File: src/rtl/fifo_rx_param.sv
`default_nettype none
// ============================================================================
// Module   : fifo_rx_param
// Brief    : Parametrised single-clock receive FIFO with thresholds, show-ahead
//            read mode and overflow/underflow pulses.
// Revision : 1.0 - initial release
// ============================================================================
module fifo_rx_param #(
    parameter int DATA_W    = 8,
    parameter int ADDR_W    = 4,
    parameter int AF_THRESH = 12,
    parameter int AE_THRESH = 2,
    parameter int SHOWAHEAD = 0
) (
    input  logic              clock,
    input  logic              aclr_n,
    input  logic              sclr,
    input  logic [DATA_W-1:0] data,
    input  logic              wrreq,
    input  logic              rdreq,
    output logic [DATA_W-1:0] q,
    output logic [ADDR_W:0]   usedw,
    output logic              empty,
    output logic              full,
    output logic              almost_full,
    output logic              almost_empty,
    output logic              overflow,
    output logic              underflow
);

    localparam int               c_depth     = 1 << ADDR_W;
    localparam logic [ADDR_W:0]  c_depth_cnt = (ADDR_W+1)'(c_depth);
    localparam logic [ADDR_W:0]  c_af        = (ADDR_W+1)'(AF_THRESH);
    localparam logic [ADDR_W:0]  c_ae        = (ADDR_W+1)'(AE_THRESH);

    logic [DATA_W-1:0] r_mem [c_depth];
    logic [ADDR_W-1:0] r_wr_ptr;
    logic [ADDR_W-1:0] r_rd_ptr;
    logic [ADDR_W:0]   r_usedw;
    logic              r_empty;
    logic              r_full;
    logic              r_af;
    logic              r_ae;
    logic              r_ovf;
    logic              r_unf;

    logic              w_rd_acc;
    logic              w_wr_acc;
    logic [ADDR_W:0]   w_usedw_nxt;

    // A read frees a slot in the same cycle, so a full FIFO still accepts a write.
    assign w_rd_acc = rdreq && !r_empty;
    assign w_wr_acc = wrreq && (!r_full || w_rd_acc);

    always_comb begin
        w_usedw_nxt = r_usedw;
        if (w_wr_acc && !w_rd_acc) begin
            w_usedw_nxt = r_usedw + (ADDR_W+1)'(1);
        end else if (w_rd_acc && !w_wr_acc) begin
            w_usedw_nxt = r_usedw - (ADDR_W+1)'(1);
        end
    end

    always_ff @(posedge clock or negedge aclr_n) begin
        if (!aclr_n) begin
            r_wr_ptr <= '0;
            r_rd_ptr <= '0;
            r_usedw  <= '0;
            r_empty  <= 1'b1;
            r_full   <= 1'b0;
            r_af     <= 1'b0;
            r_ae     <= 1'b1;
            r_ovf    <= 1'b0;
            r_unf    <= 1'b0;
        end else if (sclr) begin
            r_wr_ptr <= '0;
            r_rd_ptr <= '0;
            r_usedw  <= '0;
            r_empty  <= 1'b1;
            r_full   <= 1'b0;
            r_af     <= 1'b0;
            r_ae     <= 1'b1;
            r_ovf    <= 1'b0;
            r_unf    <= 1'b0;
        end else begin
            if (w_wr_acc) r_wr_ptr <= r_wr_ptr + ADDR_W'(1);
            if (w_rd_acc) r_rd_ptr <= r_rd_ptr + ADDR_W'(1);
            r_usedw <= w_usedw_nxt;
            r_empty <= (w_usedw_nxt == '0);
            r_full  <= (w_usedw_nxt == c_depth_cnt);
            r_af    <= (w_usedw_nxt >= c_af);
            r_ae    <= (w_usedw_nxt < c_ae);
            r_ovf   <= wrreq && r_full && !rdreq;
            r_unf   <= rdreq && r_empty;
        end
    end

    // Storage has no reset so it maps onto a plain dual-port RAM.
    always_ff @(posedge clock) begin
        if (w_wr_acc && !sclr) begin
            r_mem[r_wr_ptr] <= data;
        end
    end

    generate
        if (SHOWAHEAD != 0) begin : g_showahead
            assign q = r_mem[r_rd_ptr];
        end else begin : g_normal
            logic [DATA_W-1:0] r_q;
            always_ff @(posedge clock or negedge aclr_n) begin
                if (!aclr_n) begin
                    r_q <= '0;
                end else if (sclr) begin
                    r_q <= '0;
                end else if (w_rd_acc) begin
                    r_q <= r_mem[r_rd_ptr];
                end
            end
            assign q = r_q;
        end
    endgenerate

    assign usedw        = r_usedw;
    assign empty        = r_empty;
    assign full         = r_full;
    assign almost_full  = r_af;
    assign almost_empty = r_ae;
    assign overflow     = r_ovf;
    assign underflow    = r_unf;

endmodule
`default_nettype wire

File: config.mk
export PLATFORM = sky130hd
export DESIGN_NAME = fifo_rx_param
export DESIGN_NICKNAME = d
export VERILOG_FILES = /design/src/rtl/fifo_rx_param.sv
export SDC_FILE = /design/constraint.sdc
export NUM_CORES = 1
export LEC_CHECK = 0
export CORE_ASPECT_RATIO = 1.1
export CORE_MARGIN = 8
export CORE_UTILIZATION = 64
export DETAILED_ROUTE_END_ITERATION = 8
export PLACE_DENSITY = 0.84
export SLEW_MARGIN = 20
export SYNTH_ARGS = -nofsm -noshare
export SYNTH_HDL_FRONTEND = slang
export SYNTH_SLANG_ARGS = --single-unit
export TNS_END_PERCENT = 5
File: constraint.sdc
create_clock -name clock -period 4.79 [get_ports clock]
set_input_delay 1.437 -clock clock [delete_from_list [all_inputs] [get_ports clock]]
set_output_delay 1.437 -clock clock [all_outputs]
set_load 0.05 [all_outputs]
==> run_results.csv, run 1 <==
group,metric,value,unit
status,status,"finished clean",
synthesis,ys_seq_area_share,73.1,%
worst_setup_path,critical_path_class,"in -> reg",
clock_network,clk_path_buf_depth,2,
sta,post-route-period-util,70.6,%
finish,multiInputGateArea,0.00157,sq mm
detailed_routing,drt_iter0_markers,305,
floorplan,start_util,65.9,%
finish,layout-drive-gt1-share,19.9,%
worst_setup_path,end_kind,"flip-flop",
clock_network,clk_latency,0.52,ns
detailed_routing,drcViolationCount,0,
worst_setup_path,cp_cell_sequence,"clkdlybuf4s50_1 > buf_4 > inv_1 > nand2_1 > a21oi_1 > nand2_1 > nor2_1",
sta,hold_viol,0,
sta,relSlewSlack,47.3,%
floorplan,die_h,119,um
synthesis,synth_top_cell_by_area,"edfxtp_1",
sta,layout_setup_ws,1.41,ns
worst_setup_path,cp-start-kind,"input port",
global_route,first_global_vias,3316,
sta,finalSetupTns,0,ns
finish,fin_nets,409,
detailed_routing,post_drt_wl_per_cell,24.5,um
worst_setup_path,r2r-start,"r_rd_ptr[0]",
finish,syn2layout_area_growth,16.7,%
detailed_routing,firstDrtPassIters,5,
synthesis,synthCells,348,
worst_setup_path,slowest_stage,"nor2_1",
sta,drv_slew,0,
synthesis,ys_types,41,
clock_network,holdBufCountCts,0,
worst_setup_path,worstPathRequired,4.94,ns
min_path,hp-class,"reg -> reg",
power_and_ir_drop,p_leak,2.44,nW
floorplan,ioPinCount,32,
synthesis,synth_top_area_share,62.1,%
global_route,grt_use_total,21.0,%
clock_network,path_clk_slew,0.06,ns
place,pre_cts_ws,0.920,ns
min_path,min_delay_path_depth,2,
clock_network,cts_tree,"yes",
worst_setup_path,slowest_delay,0.65,ns
sta,worst_pin_slew,0.787,ns
synthesis,ys_async_sr_fraction,17.4,%
clock_network,htreeDepth,4,
power_and_ir_drop,power_density,460,mW/mm^2
run,drv_cap,0,
min_path,worstHoldStart,"q[7]",
worst_setup_path,critical_path_peak_fanout,23,
place,globalplace.congestion,0.820,
synthesis,synth_ff_type,"edfxtp_1",
floorplan,dieWidth,110,um
worst_setup_path,r2r_slack,2.13,ns
detailed_routing,vias_per_cell,6.49,
clock_network,numCtsBuffers,17,
sta,fmax,296,MHz
min_path,holdPathEnd,"q[7]",
synthesis,ys.warnings.count,0,
finish,regArea,0.00452,sq mm
worst_setup_path,cpMostUsedCell,"nand2_1",
sta,finClkSkew,0.00562,ns
worst_setup_path,r2r_end,"q[2]",
clock_network,cts_root_buffer,"clkbuf_8",
global_route,grt_pass1_wl,19600,um
synthesis,synthesis.area,0.00619,sq mm
synthesis,synth_seq_cells,155,
synthesis,synth.area.top_cells,"edfxtp_1 (62%), mux4_2 (12%), dfrtp_1 (10%)",
synthesis,avgSynthCellArea,17.8,sq um
worst_setup_path,cp.arrival,3.54,ns
detailed_routing,routed_wl,12700,um
sta,rsz0062_at_grt,"no",
finish,fin_area,0.00722,sq mm
worst_setup_path,worstRegToRegCells,6,
place,placed_area,0.00664,sq mm
place,dp_hpwl,8000,um
floorplan,dieArea,0.0131,sq mm
finish,fill_cells,511,
detailed_routing,ant_nets,0,
global_route,antenna_found_initial,0,
clock_network,postCtsSetupRepairBufs,0,
power_and_ir_drop,vdd_drop_max,0.000400,V
synthesis,synthesis.nets,368,
place,io_buffers,31,
worst_setup_path,cp_top_family,"simple AND/OR/NAND/NOR gates",
global_route,grt_max_degree,36,
detailed_routing,vias,3367,
sta,finalSetupViolations,0,
worst_setup_path,cp_num_buf_inv,3,
global_route,grt.overflow.total,0,
synthesis,synth_edf_count,128,
clock_network,cts-resized-gates,0,
sta,min_period,3.38,ns
finish,antennaDiodeCount,0,
floorplan,core,0.00940,sq mm
clock_network,cts_sinks,155,
floorplan,rows,37,
==> state kept, by name, indices dropped and copies added, names as in the netlist <==
name and cells:
r_mem 128, full 1, empty 1, almost_full 1, overflow 1, q 8
underflow 1, almost_empty 1, usedw 5, r_rd_ptr 4, r_wr_ptr 4
==> synth_stat cells (all sizes together) (3+ instances only) <==
| master | n |
|---|---|
| nor2b | 5 |
| nor3 | 9 |
| buf | 7 |
| dfrtp | 25 |
| ha | 7 |
| xnor2 | 3 |
| inv | 6 |
| a22oi | 16 |
| nor2 | 34 |
| nor3b | 3 |
| edfxtp | 128 |
| mux4 | 32 |
| a21oi | 21 |
| nand2 | 11 |
| xor2 | 5 |
| clkbuf | 11 |
| nand2b | 3 |
==> tightest hold or removal path, cell delays in order (launching register included) <==
cell and delay (ns):
dfrtp_1 0.34, a21oi_1 0.06, nor2_1 0.08
==> where the power goes <==
group,switching (mW),internal (mW),leakage [nW]
registers,0.0556,1.50,1.51
logic,0.263,0.188,0.644
clock network,0.512,0.796,0.278
==> through the flow <==
step / power (mW) / utilization (%) / instances / hold slack, ns
6_report: 3.32 / 76.9 / 519 / 0.518
4_1_cts: 3.33 / 76.9 / 519 / 0.526
2_1_floorplan: 1.88 / - / 348 / 0.552
5_1_grt: 3.43 / 76.9 / 519 / 0.539
3_3_place_gp: 2.02 / 70.6 / 487 / 0.502
3_5_place_dp: 2.04 / 70.6 / 487 / 0.514
==> cell usage in the layout (no fill, tap or decap), types with 4 or more instances in the layout <==
cell             netlist  final
inv_1                  5      5
buf_4                  1      9
nor3_1                 9      9
clkdlybuf4s50_1        0     31
edfxtp_1             128    128
nand2_1               11     11
nor2_1                34     34
clkbuf_16              0     16
nor2b_1                5      5
a21oi_1               20     20
inv_6                  0      4
mux4_2                32     32
dfrtp_1               25     24
xor2_1                 5      5
ha_1                   7      7
a22oi_1               16     16
==> how the worst max path moves through the flow <==
stage | startpoint | end | slack, ns | depth (start not counted)
floorplan | rdreq | r_mem[0][0] | 1.71 | 5
global placement | sclr | r_mem[10][7] | 1.06 | 7
detailed placement | rdreq | r_mem[5][3] | 0.92 | 6
CTS | empty | empty | 1.43 | 1
global route | sclr | r_mem[9][4] | 1.30 | 7
finish | sclr | r_mem[9][4] | 1.41 | 7
==> layer usage <==
layer	share of wire [%]	wire, um	up-vias	GRT usage [%]
met5	0	0	-	0
li1	-	-	1445	-
met4	3.1	398	0	10.1
met3	8.1	1030	29	5.88
met2	48	6130	184	30.3
met1	40	5140	1709	28.7
==> cell families after synthesis <==
| logic type | after synthesis | synth area share [%] |
|---|---|---|
| xor+xnor | 8 | 1.13 |
| buf+inv | 24 | 1.62 |
| compound gates | 44 | 4.65 |
| simple gates | 76 | 5.94 |
| flops | 155 | 73.1 |
| mux | 34 | 12.2 |
| fa+ha+maj | 7 | 1.42 |
==> final cells by class <==
class | instances | area share (%)
Clock buffer | 18 | 5.79
Clock inverter | 14 | 2.34
Inverter | 6 | 0.312
Multi-Input combinational cell | 169 | 21.7
Sequential cell | 155 | 62.6
Tap cell | 117 | 2.03
Timing Repair Buffer | 40 | 5.23
Power figures use the tool's default switching activity.
==> inputs of run 2 (changes only) <==
Settings changed: CORE_UTILIZATION 64 to 53, PLACE_DENSITY 0.84 to 0.75.
Clock period 4.79 ns to 3.1 ns, I/O delays scaled along.
==> run_results.csv, run 2 (synthesis results as in run 1) <==
group,metric,value,unit
floorplan,dieArea,0.0154,sq mm
power_and_ir_drop,p_leak,2.55,nW
global_route,met2_usage,28.8,%
worst_setup_path,cp_cell_sequence,"clkdlybuf4s50_1",
place,globalplace.congestion,0.900,
finish,largest_register,"r_mem",
sta,drv_slew,0,
sta,finClkSkew,0.0119,ns
global_route,antenna_found_initial,0,
place,dp_hpwl,8090,um
detailed_routing,ant_nets,0,
global_route,first_global_vias,3419,
worst_setup_path,r2r_slack,0.97,ns
worst_setup_path,path_depth,1,
global_route,grt_use_met1,20.8,%
global_route,grt_max_degree,36,
clock_network,htreeDepth,4,
detailed_routing,post_drt_wl_per_cell,22.0,um
worst_setup_path,critPathLaunch,"empty",
detailed_routing,vias_per_cell,5.78,
finish,syn2layout_area_growth,20.2,%
clock_network,cts-resized-gates,0,
worst_setup_path,cp_num_buf_inv,1,
power_and_ir_drop,total_power,5.27,mW
detailed_routing,firstDrtPassIters,4,
worst_setup_path,cp-endpoint,"empty",
global_route,grt.overflow.total,0,
place,dp.cells,536,
finish,fin_nets,425,
place,io_buffers,31,
worst_setup_path,slowest_stage,"clkdlybuf4s50_1",
status,status,"finished clean",
floorplan,rows,41,
finish,largest_register_ff_count,128,
worst_setup_path,critical_path_class,"reg -> out",
global_route,grt_use_total,17.1,%
finish,layout_common_cells,"edfxtp_1 (128), nor2_1 (34), mux4_2 (32)",
global_route,grt_pass1_wl,19400,um
sta,fmax,367,MHz
worst_setup_path,cp.arrival,1.79,ns
worst_setup_path,critical_path_peak_fanout,6,
finish,final-instance-count-excl-fill,568,
sta,finalSetupViolations,0,
finish,final_util,65.0,%
worst_setup_path,cp_top_family,"buffers and inverters",
detailed_routing,drcViolationCount,0,
clock_network,holdBufCountCts,0,
worst_setup_path,r2r_end,"q[1]",
global_route,grt_util_met3,3.70,%
detailed_routing,routed_wl,12500,um
finish,fin_area,0.00744,sq mm
worst_setup_path,worstPathRequired,2.17,ns
finish,fill_cells,747,
power_and_ir_drop,vdd_drop_max,0.000467,V
worst_setup_path,r2r-start,"r_rd_ptr[0]",
floorplan,ioPinCount,32,
power_and_ir_drop,power_density,709,mW/mm^2
sta,worst_pin_slew,0.707,ns
worst_setup_path,worstRegToRegCells,6,
clock_network,path_clk_slew,0.06,ns
detailed_routing,vias,3285,
finish,antennaDiodeCount,0,
clock_network,clk_path_buf_depth,2,
sta,layout_setup_ws,0.377,ns
floorplan,dieWidth,119,um
floorplan,start_util,54.1,%
floorplan,core,0.0114,sq mm
sta,post-route-period-util,87.8,%
worst_setup_path,slowest_delay,0.81,ns
worst_setup_path,end_kind,"primary output",
clock_network,clk_latency,0.42,ns
finish,layout-drive-gt1-share,23.2,%
min_path,hp-class,"reg -> reg",
sta,rsz0062_at_grt,"no",
clock_network,numCtsBuffers,17,
clock_network,cts_root_buffer,"clkbuf_16",
sta,min_period,2.72,ns
sta,relSlewSlack,52.8,%
detailed_routing,drt_iter0_markers,353,
sta,hold_viol,0,
place,pre_cts_ws,0.190,ns
sta,hold_slack,0.522,ns
global_route,grt.busiest_layer,"met2",
clock_network,postCtsSetupRepairBufs,0,
run,drv_cap,0,
clock_network,cts_tree,"yes",
floorplan,die_h,129,um
worst_setup_path,cp-start-kind,"flip-flop",
place,placed_area,0.00681,sq mm
clock_network,cts_sinks,155,
finish,mostFrequentLayoutCell,"edfxtp_1",
sta,finalSetupTns,0,ns
==> run 2: cell types whose count changed in the layout (fill, tap and decap cells not counted), sizes merged <==
cell and change:
buf +16, clkbuf +3, inv -3, bufinv +1, clkinvlp -1
==> run 2: worst min path at each step <==
stage | startpoint | to | depth (start not counted) | slack [ns]
after floorplan | r_rd_ptr[3] | r_rd_ptr[3] | 2 | 0.55
after detailed placement | q[1] | q[1] | 2 | 0.51
after global routing | q[1] | q[1] | 2 | 0.57
after global placement | q[4] | q[4] | 2 | 0.50
after CTS | q[1] | q[1] | 2 | 0.53
final | q[1] | q[1] | 2 | 0.52
==> run 2: metal layers <==
layer | wire length [um] | share of wire [%]
met5 | 0 | 0
met4 | 189 | 1.5
met3 | 1100 | 8.8
met2 | 6490 | 52
met1 | 4720 | 38
==> run 2: power by group <==
group / internal, mW / switching, mW
Sequential: 2.33 / 0.0623
Clock: 1.39 / 0.781
Combinational: 0.306 / 0.409
Total: 4.02 / 1.25
==> run 2: final cells by class <==
| cell class | count | area [sq um] | share of cell area (%) |
|---|---|---|---|
| flip-flops and latches | 155 | 4520 | 60.8 |
| multi-input cells | 169 | 1570 | 21.1 |
| repair buffers | 56 | 510 | 6.86 |
| clock buffers | 21 | 460 | 6.19 |
| well taps | 150 | 188 | 2.52 |
| clock inverters | 11 | 168 | 2.25 |
| inverters | 6 | 22.5 | 0.303 |
